[src/rtl/transpad_cmd_arb_pkg.sv]
// Shared definitions for the transpad command arbiter.
//  - Command encodings and unit index width used by transpad_4x.
//  - Owner id width (supports up to 8 requesters).
//  - Check outcome enum and a one-hot to index helper.
package transpad_cmd_arb_pkg;

  localparam logic [2:0] CMD_START = 3'd1;
  localparam logic [2:0] CMD_STOP  = 3'd2;

  localparam int unsigned TP_UW = 2;
  localparam int unsigned ID_W  = 3;

  // Outcome of the ownership check for the accepted command.
  typedef enum logic [1:0] {
    ChkReject,
    ChkIssue,
    ChkIssueClaim,
    ChkIssueRelease
  } chk_e;

  // Index of the single set bit; 0 when no bit is set.
  function automatic logic [ID_W-1:0] onehot_to_idx(input logic [7:0] oh);
    logic [ID_W-1:0] idx;
    idx = '0;
    for (int i = 0; i < 8; i++) begin
      if (oh[i]) idx = ID_W'(i);
    end
    return idx;
  endfunction

endpackage

[src/rtl/transpad_cmd_arb_rr_arbiter.sv]
// Round-robin arbiter (rr_arbiter).
//  clk  in  clock
//  rst  in  synchronous active-high reset, pointer returns to 0
//  req  in  N request lines
//  adv  in  grant was taken this cycle; pointer moves past the granted index
//  gnt  out one-hot grant: first request at or after the pointer, with wrap
module transpad_cmd_arb_rr_arbiter #(
  parameter int unsigned N = 4
) (
  input  logic         clk,
  input  logic         rst,
  input  logic [N-1:0] req,
  input  logic         adv,
  output logic [N-1:0] gnt
);

  localparam int unsigned PW = (N > 1) ? $clog2(N) : 1;

  logic [PW-1:0] ptr_q, ptr_d;
  logic [PW-1:0] gnt_idx;
  logic [PW-1:0] scan_idx;
  logic          found;

  always_comb begin
    gnt      = '0;
    gnt_idx  = '0;
    scan_idx = '0;
    found    = 1'b0;
    for (int unsigned i = 0; i < N; i++) begin
      scan_idx = PW'((32'(ptr_q) + i) % N);
      if (!found && req[scan_idx]) begin
        found         = 1'b1;
        gnt[scan_idx] = 1'b1;
        gnt_idx       = scan_idx;
      end
    end
  end

  always_comb begin
    ptr_d = ptr_q;
    if (adv) begin
      ptr_d = (gnt_idx == PW'(N - 1)) ? '0 : gnt_idx + PW'(1);
    end
  end

  always_ff @(posedge clk) begin
    if (rst) begin
      ptr_q <= '0;
    end else begin
      ptr_q <= ptr_d;
    end
  end

endmodule

[src/rtl/transpad_cmd_arb.sv]
// Command arbiter in front of transpad_4x.
// Shares the single transpad command port between NREQ requesters, enforcing
// per-unit ownership: the requester that STARTs a unit owns it until its STOP.
//  clk, rst    clock; synchronous active-high reset
//  req_valid   per-requester command pending
//  req_ready   one-hot accept (at most one per cycle)
//  req_unit    per-requester target unit, 2 bits each
//  req_cmd     per-requester command, CW bits each
//  req_data    per-requester data, DW bits each
//  resp_valid  one-hot response, one cycle after accept
//  resp_err    1 = accepted command was rejected and not issued
//  tp_unit/tp_rdy/tp_cmd/tp_data  registered transpad_4x command inputs
//  own_vld     per-unit owned flag
//  own_id      per-unit owner index, 3 bits each
module transpad_cmd_arb
  import transpad_cmd_arb_pkg::*;
#(
  parameter int unsigned NREQ  = 4,
  parameter int unsigned NUNIT = 4,
  parameter int unsigned CW    = 3,
  parameter int unsigned DW    = 48
) (
  input  logic                  clk,
  input  logic                  rst,
  input  logic [NREQ-1:0]       req_valid,
  output logic [NREQ-1:0]       req_ready,
  input  logic [NREQ*TP_UW-1:0] req_unit,
  input  logic [NREQ*CW-1:0]    req_cmd,
  input  logic [NREQ*DW-1:0]    req_data,
  output logic [NREQ-1:0]       resp_valid,
  output logic                  resp_err,
  output logic [TP_UW-1:0]      tp_unit,
  output logic                  tp_rdy,
  output logic [CW-1:0]         tp_cmd,
  output logic [DW-1:0]         tp_data,
  output logic [NUNIT-1:0]      own_vld,
  output logic [NUNIT*ID_W-1:0] own_id
);

  logic [NREQ-1:0]       gnt;
  logic                  accept;
  logic [ID_W-1:0]       sel_idx;
  logic [TP_UW-1:0]      sel_unit;
  logic [CW-1:0]         sel_cmd;
  logic [DW-1:0]         sel_data;
  logic                  cur_vld;
  logic [ID_W-1:0]       cur_id;
  logic                  is_owner;
  chk_e                  chk;

  logic [NREQ-1:0]       resp_valid_q;
  logic                  resp_err_q;
  logic [TP_UW-1:0]      tp_unit_q;
  logic                  tp_rdy_q;
  logic [CW-1:0]         tp_cmd_q;
  logic [DW-1:0]         tp_data_q;
  logic [NUNIT-1:0]      own_vld_q;
  logic [NUNIT*ID_W-1:0] own_id_q;

  transpad_cmd_arb_rr_arbiter #(
    .N (NREQ)
  ) u_rr_arbiter (
    .clk (clk),
    .rst (rst),
    .req (req_valid),
    .adv (accept),
    .gnt (gnt)
  );

  // No accept during reset, so nothing accepted then can produce a response.
  assign accept    = !rst && (|gnt);
  assign req_ready = rst ? '0 : gnt;

  always_comb begin
    sel_idx  = onehot_to_idx(8'(gnt));
    sel_unit = req_unit[int'(sel_idx)*TP_UW +: TP_UW];
    sel_cmd  = req_cmd[int'(sel_idx)*CW +: CW];
    sel_data = req_data[int'(sel_idx)*DW +: DW];
    cur_vld  = own_vld_q[sel_unit];
    cur_id   = own_id_q[int'(sel_unit)*ID_W +: ID_W];
    is_owner = cur_vld && (cur_id == sel_idx);
  end

  always_comb begin
    chk = ChkReject;
    if (sel_cmd == CW'(CMD_START)) begin
      if (!cur_vld)     chk = ChkIssueClaim;
      else if (is_owner) chk = ChkIssue;
    end else if (sel_cmd == CW'(CMD_STOP)) begin
      if (is_owner) chk = ChkIssueRelease;
    end else if (is_owner) begin
      chk = ChkIssue;
    end
  end

  always_ff @(posedge clk) begin
    if (rst) begin
      resp_valid_q <= '0;
      resp_err_q   <= 1'b0;
      tp_unit_q    <= '0;
      tp_rdy_q     <= 1'b0;
      tp_cmd_q     <= '0;
      tp_data_q    <= '0;
      own_vld_q    <= '0;
      own_id_q     <= '0;
    end else begin
      resp_valid_q <= accept ? gnt : '0;
      resp_err_q   <= accept && (chk == ChkReject);
      tp_rdy_q     <= accept && (chk != ChkReject);
      if (accept && (chk != ChkReject)) begin
        tp_unit_q <= sel_unit;
        tp_cmd_q  <= sel_cmd;
        tp_data_q <= sel_data;
      end
      if (accept && (chk == ChkIssueClaim)) begin
        own_vld_q[sel_unit]                          <= 1'b1;
        own_id_q[int'(sel_unit)*ID_W +: ID_W]        <= sel_idx;
      end
      if (accept && (chk == ChkIssueRelease)) begin
        own_vld_q[sel_unit]                          <= 1'b0;
        own_id_q[int'(sel_unit)*ID_W +: ID_W]        <= '0;
      end
    end
  end

  assign resp_valid = resp_valid_q;
  assign resp_err   = resp_err_q;
  assign tp_unit    = tp_unit_q;
  assign tp_rdy     = tp_rdy_q;
  assign tp_cmd     = tp_cmd_q;
  assign tp_data    = tp_data_q;
  assign own_vld    = own_vld_q;
  assign own_id     = own_id_q;

endmodule
[config.mk]
export PLATFORM = sky130hd
export DESIGN_NAME = transpad_cmd_arb
export DESIGN_NICKNAME = d
export VERILOG_FILES = /design/src/rtl/transpad_cmd_arb_pkg.sv /design/src/rtl/transpad_cmd_arb_rr_arbiter.sv /design/src/rtl/transpad_cmd_arb.sv
export SDC_FILE = /design/constraint.sdc
export NUM_CORES = 1
export LEC_CHECK = 0
export CAP_MARGIN = 15
export CORE_MARGIN = 3
export CORE_UTILIZATION = 41
export CTS_CLUSTER_DIAMETER = 50
export DETAILED_ROUTE_END_ITERATION = 8
export PLACE_DENSITY = 0.86
export SYNTH_ARGS = -nofsm -noshare
export SYNTH_HDL_FRONTEND = slang
export SYNTH_SLANG_ARGS = --single-unit
export TNS_END_PERCENT = 50
[constraint.sdc]
create_clock -name clk -period 5.4 [get_ports clk]
set_clock_uncertainty 0.1 [all_clocks]
set_input_delay 1.08 -clock clk [delete_from_list [all_inputs] [get_ports clk]]
set_output_delay 1.08 -clock clk [all_outputs]
set_load 0.03 [all_outputs]
After elaboration in Yosys (flattened, before gate mapping)
Index checks and enable logic that the tools add are counted.

cells by class
  add/subtract/negate cells = 5
  multiply operators = 3
  $lt $le $gt $ge = 10
  equality and inequality tests = 6
  shift operators = 7
  multiplexer cells = 49
  bitwise gates (word level) = 7
  reduce and logical (&&, ||, !) cells = 22

operators by type and width
  operator                                                     count
  variable part select 192 x 10 -> 48 bit                      1
  two-way mux 12 bit                                           3
  negation 4 -> 34 bit                                         1
  variable shift 3 x 34 -> 12 bit, first input constant        1
  variable part select 3 x 34 -> 12 bit                        1
  variable part select 3 x 34 -> 12 bit, first input constant  1
  two-way mux 4 bit                                            8
  bitwise mux 12 bit                                           2
  two-way mux 2 bit                                            9
  OR 4 bit                                                     4
  < comparator 2 x 3 -> 1 bit, second input constant           5
  two-way mux 1 bit                                            15
  logical AND 1 bit                                            14
  variable part select 12 x 5 -> 3 bit                         1
  variable part select 12 x 6 -> 3 bit                         1
  binary-select mux 1 bit (select 2 bit)                       5
  demux 1 bit (select 2 bit)                                   5
  >= comparator 2 x 1 -> 1 bit, second input constant          5
  multiplier 3 x 2 -> 5 bit, second input constant             2
  variable part select 8 x 5 -> 2 bit                          1
  == test 2 bit, second input constant                         3
  two-way mux 3 bit                                            2
  adder 2 x 1 -> 2 bit, second input constant                  2
  adder 2 bit, second input constant                           2
  other kinds (12)                                             15

storage, ports and cells
  register bits = 77
  input bits = 218
  word-level logic and storage cells = 118

Logic depth before layout (Yosys ltp)
  depth in word-level cells = 29
  mapped depth = 18
  mapped depth without buffers = 14

Hierarchy
Synthesis repeated with hierarchy kept, for this count alone.

second synthesis, totals
  cell total of the unflattened synthesis = 716
  area total of the unflattened synthesis = 5459.0 µm²

modules (own cells, without submodules)
  module                       instances  cells an instance  area each (µm²)  sequential area each (µm²)
  transpad_cmd_arb             1          632                4799.6           1501.4
  transpad_cmd_arb_rr_arbiter  1          84                 659.4            40.0

Worst setup path after synthesis
Ideal clock, no wire load.

  path type = in2out
  start point = input req_valid[3]
  end point = output req_ready[2]
  arrival time = 3.639 ns
  required time = 4.220 ns
  setup slack = 0.581 ns
  stages on the path = 9
  path buffers = 5
  path through = buf_2 -> mux4_2 -> a2111oi_0 -> a21o_1 -> buf_4 -> clkbuf_1 -> clkbuf_1 -> clkbuf_1 -> nor2_1

between the ends
  cells in the longest elaborated chain, start to end = 13
  elaborated cells between the ends (all ways) = 25
  those cells by class = 16 x mux; 3 x bitwise; 6 x reduce/logical

ends and longest elaborated chain
  what                                     RTL line                           text
  from (decl)                              transpad_cmd_arb.sv:25             input logic [NREQ-1:0] req_valid,
  binary-select mux 1 bit (select 2 bit)   transpad_cmd_arb_rr_arbiter.sv:31  if (!found && req[scan_idx]) begin
  two-way mux 1 bit (implied by the code)  transpad_cmd_arb_rr_arbiter.sv:31
  two-way mux 1 bit                        transpad_cmd_arb_rr_arbiter.sv:31
  zero test 1 bit                          transpad_cmd_arb_rr_arbiter.sv:31
  logical AND 1 bit                        transpad_cmd_arb_rr_arbiter.sv:31
  two-way mux 1 bit                        transpad_cmd_arb_rr_arbiter.sv:31
  zero test 1 bit                          transpad_cmd_arb_rr_arbiter.sv:31
  logical AND 1 bit                        transpad_cmd_arb_rr_arbiter.sv:31
  two-way mux 1 bit                        transpad_cmd_arb_rr_arbiter.sv:31
  zero test 1 bit                          transpad_cmd_arb_rr_arbiter.sv:31
  logical AND 1 bit                        transpad_cmd_arb_rr_arbiter.sv:31
  two-way mux 4 bit (*)                    transpad_cmd_arb_rr_arbiter.sv:31
  two-way mux 4 bit (*)                    transpad_cmd_arb.sv:72             assign req_ready = rst ? '0 : gnt;
  to (decl)                                transpad_cmd_arb.sv:26             output logic [NREQ-1:0] req_ready,

Every way passes the cells marked *; elsewhere a longest branch is shown, timed or not. The select of a mux whose other input is x is not followed.

Worst setup path after layout
  start point = input req_valid[0]
  end point = register tp_data_q[10], in the netlist tp_data[10]

between the ends
  cells in the longest elaborated chain, start to end = 25
  elaborated cells between the ends (all ways) = 49
  those cells by class = 3 x mul; 3 x eq/ne; 4 x shift; 25 x mux; 3 x bitwise; 11 x reduce/logical

ends and longest elaborated chain
  what                                                           RTL line                                                                text
  binary-select mux 1 bit (select 2 bit)                         transpad_cmd_arb_rr_arbiter.sv:31
  two-way mux 1 bit (implied by the code)                        transpad_cmd_arb_rr_arbiter.sv:31
  two-way mux 1 bit                                              transpad_cmd_arb_rr_arbiter.sv:31
  zero test 1 bit                                                transpad_cmd_arb_rr_arbiter.sv:31
  logical AND 1 bit                                              transpad_cmd_arb_rr_arbiter.sv:31
  two-way mux 1 bit                                              transpad_cmd_arb_rr_arbiter.sv:31
  zero test 1 bit                                                transpad_cmd_arb_rr_arbiter.sv:31
  logical AND 1 bit                                              transpad_cmd_arb_rr_arbiter.sv:31
  [... 9 more ...]                                               --
  variable part select 12 x 5 -> 3 bit                           transpad_cmd_arb.sv:80                                                  cur_id = own_id_q[int'(sel_unit)*ID_W +: ID_W];
  == test 3 bit                                                  transpad_cmd_arb.sv:81                                                  is_owner = cur_vld && (cur_id == sel_idx);
  logical AND 1 bit                                              transpad_cmd_arb.sv:81
  two-way mux 1 bit / two-way mux 2 bit (equally long branches)  transpad_cmd_arb.sv:88, transpad_cmd_arb.sv:91, transpad_cmd_arb.sv:90
  two-way mux 2 bit, on equally long branches                    transpad_cmd_arb.sv:89, transpad_cmd_arb.sv:87
  two-way mux 2 bit                                              transpad_cmd_arb.sv:86                                                  if (sel_cmd == CW'(CMD_START)) begin
  nonzero test 2 bit                                             transpad_cmd_arb.sv:110                                                 if (accept && (chk != ChkReject)) begin
  logical AND 1 bit                                              transpad_cmd_arb.sv:110
  to (signal assigned)                                           transpad_cmd_arb.sv:113                                                 tp_data_q <= sel_data;
  to (decl)                                                      transpad_cmd_arb.sv:56                                                  logic [DW-1:0] tp_data_q;

Marks and branches as above.
A chain may end at the register's enable or synchronous reset.

==> flow_summary.ini <==
[placed_design]
dp_cells = 1123
io_buffers = 296
dpl.hpwl_mm = 16.8
pre_cts_slack_ps = -182
place.gp.congestion = 0.929

[sta]
worst_pin_slew_ps = 795
slew_headroom_pct = 46.3
setup_viol = 0
post-route-period-util_pct = 96.0
rsz0062_at_grt = no
fmax_ghz = 0.193
hold_viol_final = 0
final-max-slew-violation-count = 0
worst_slack_ps = 216
fin_crit_ps = 5180

[power]
power_frac_seq_pct = 14.0
p_int_mw = 2.74
p_sw_share_pct = 47.7
p_sw_mw = 2.50
vdd_drop_max_v = 0.000356
power_density_mw_per_mm2 = 552
p_comb_share_pct = 72.3
leakage_nw = 3.62
power_frac_clock_pct = 13.7

[route]
drc = 0
viasPerCell = 5.67
wl_per_cell_um = 19.1
totalWireLength_mm = 21.8
drt_iter0_drc = 369
vias = 6467
ant_nets = 0
firstDrtPassIters = 5

[synthesis]
async_flop_share_pct = 0
yosysWarnings = 0
syn_area_mm2 = 0.00576
syn_nets = 891
synth_cell_type_count = 67
yosys.area.top_type = dfxtp_1
synthDominantCellAreaShare_pct = 26.7
yosysSeqAreaShare_pct = 26.7
synth-edff-count = 0
synth-main-ff-cell = dfxtp_1
syn_avg_cell_area_um2 = 8.71
syn_inst = 662
synthTopCellsByArea = dfxtp_1 27%, a221oi_2 13%, mux2i_1 11%
ys_seq_elements = 77

[critical_path]
critical_path_class = input pin to flop
arrival_ps = 5320
path_buf_inv = 6
slowest_stage = mux4_2
crit_path_max_incr_delay_ps = 600
crit_path_cell_trace = clkdlybuf4s50_1 > buf_4 > mux4_2 > a2111oi_2 > buf_4 > a21o_4 > buf_4 > buf_4 > a311o_2 > mux2_1 > mux2i_1 > xnor2_1 > o21a_1 > nand2_4 > buf_12 > a221oi_2
crit_fanout = 31
crit_required_ps = 5540
endpoint_kind = flop
cpMostUsedCell = buf_4
ff2ff_setup_slack_ps = 690
critical_path.top_delay_family = buffers and inverters
crit_path_start_kind = input pin

[cts]
clock_sinks = 77
cts-htree-levels = 3
cts_tree = built
cts_buffers = 9
clk_latency_ps = 330
clk_pin_slew_ps = 60
cts_setup_buffers = 0
cts_buffer_depth = 2
cts_root_buf = clkbuf_16

[finish]
area.growth.synth_to_final_pct = 64.6
num_antenna_cells = 0
layout.cells.non_filler = 1140
nets = 1188
fillerInstances = 1039
drive_above_1_share_pct = 15.7

[floorplanning]
io_pins = 297
start_util_pct = 42.7
num_rows = 42
die_area_mm2 = 0.0155
die_y_um = 125
die_x_um = 125
core_area_mm2 = 0.0135

[global_routing]
grt-ovfl-total = 0
antenna_found_initial = 0
grt_pass1_vias = 6387
grt_max_degree = 58
track_usage_pct = 26.8
grt_first_pass_wirelength_mm = 34.2

[run]
max_cap_viol_count = 0

[outcome]
status = complete, no violations

[hold_path]
hp-class = flop to flop
[timing repair]
| item | in CTS | in global routing |
|---|---|---|
| setup endpoints to repair | 0 | 64 |
| resized for setup | 0 | 3 |
| hold buffers | 0 | 0 |
[worst paths after layout]
path,startpoint,end,cells past startpoint
hold / removal,own_id[5]$_SDFF_PP0_,own_id[5]$_SDFF_PP0_,2
setup reg to reg,flop,tp_data[10]$_SDFFE_PP0P_,18
setup / recovery,req_valid[0],tp_data[10]$_SDFFE_PP0P_,16
hold reg to reg,own_id[5]$_SDFF_PP0_,own_id[5]$_SDFF_PP0_,2
[power groups by stage]
stage                     logic, mW  clock network (mW)  registers (mW)
after floorplan                2.42                   0           0.929
after global routing           4.08               0.754           0.746
after CTS                      3.77               0.731           0.736
after detailed placement       3.75                   0           0.747
final                          3.78               0.717           0.736
after global placement         3.68                   0           0.743
[Yosys cell counts, types with 4 or more instances]
| library cell | count |
|---|---|
| mux2i_1 | 61 |
| o21ai_0 | 10 |
| nor2b_1 | 4 |
| inv_1 | 10 |
| and3_1 | 6 |
| ha_1 | 11 |
| nor2_1 | 116 |
| a21oi_1 | 61 |
| nand2b_1 | 4 |
| o211ai_1 | 5 |
| buf_2 | 17 |
| nand3_1 | 9 |
| a221oi_2 | 49 |
| buf_1 | 5 |
| nor3_1 | 5 |
| dfxtp_1 | 77 |
| nand2_1 | 18 |
| nor3b_1 | 5 |
| buf_6 | 6 |
| and2_1 | 10 |
| buf_4 | 4 |
| clkbuf_1 | 32 |
| mux4_2 | 4 |
| mux2_2 | 4 |
| a211oi_1 | 67 |
[registers in the layout, summed over array words and instances (netlist names), named ones only]
register,flops
own_id,12
own_vld,4
resp_err,1
resp_valid,4
tp_cmd,3
tp_data,48
tp_rdy,1
tp_unit,2
u_rr_arbiter.ptr_q,1
[stage by stage]
step	setup TNS, ps	utilization [%]	hold slack [ps]	instance area, um^2	power (mW)
detailed placement	-7490	67.5	355	9110	4.49
CTS	0	70.1	383	9470	5.23
global route	0	70.3	401	9490	5.58
global placement	-6520	67.5	353	9110	4.42
floorplan	0	-	476	5760	3.35
finish	0	70.3	378	9490	5.24
[placed cells by master, fill, tap and decap left out, types with 3 or more instances in the layout]
cell type and n:
clkdlybuf4s50_1 294, nor2_1 115, dfxtp_1 77, a211oi_1 67, a21oi_1 61, mux2i_1 60, buf_4 50, a221oi_2 49
nand2_1 18, ha_1 11, inv_1 10, o21ai_0 10, and2_1 10, nand3_1 9, clkbuf_16 9, and3_1 6
nor3b_1 5, o211ai_1 5, nor3_1 5, buf_12 5, mux2_2 4, nand2b_1 4, mux4_2 4, nor2b_1 4
and3b_1 3, o21ai_1 3, nor2_4 3, a31oi_1 3, o311ai_0 3, bufinv_16 3, clkbuf_8 3
[cell families after synthesis]
kind of cell | synth area share, %
flops | 26.7
fa+ha+maj | 2.39
mux | 13.1
compound gates | 35.5
buf+inv | 6.36
simple gates | 15.6
xor+xnor | 0.304
[routing by layer]
layer  up-vias  wire (um)  part of all wire, %  global-route usage, %
li1       3121          -                    -                      -
met1      3053       8700                   40                   31.7
met2       271      11100                   51                   48.4
met3        22       1690                  7.7                   7.46
met4         0        328                  1.5                   5.61
met5         -          0                    0                      0
[worst reg2reg max path: stages (launching register included)]
cell	delay (ps)
dfxtp_1	330
inv_1	140
ha_1	380
buf_4	190
mux2i_1	160
mux2_2	310
a2111oi_2	330
buf_4	180
a21o_4	110
buf_4	120
buf_4	250
a311o_2	320
mux2_1	350
mux2i_1	200
xnor2_1	210
o21a_1	260
nand2_4	170
buf_12	220
a221oi_2	300
[cell type report]
| class | count | area [um^2] | share of cell area [%] |
|---|---|---|---|
| multi-input combinational | 509 | 3900 | 41.1 |
| timing repair buffer | 350 | 3420 | 36.1 |
| sequential | 77 | 1540 | 16.2 |
| clock buffer | 13 | 270 | 2.85 |
| tap | 176 | 220 | 2.32 |
| clock inverter | 3 | 90.1 | 0.949 |
| inverter | 12 | 45.0 | 0.475 |
Note: power is estimated with default switching activity, not from simulation.
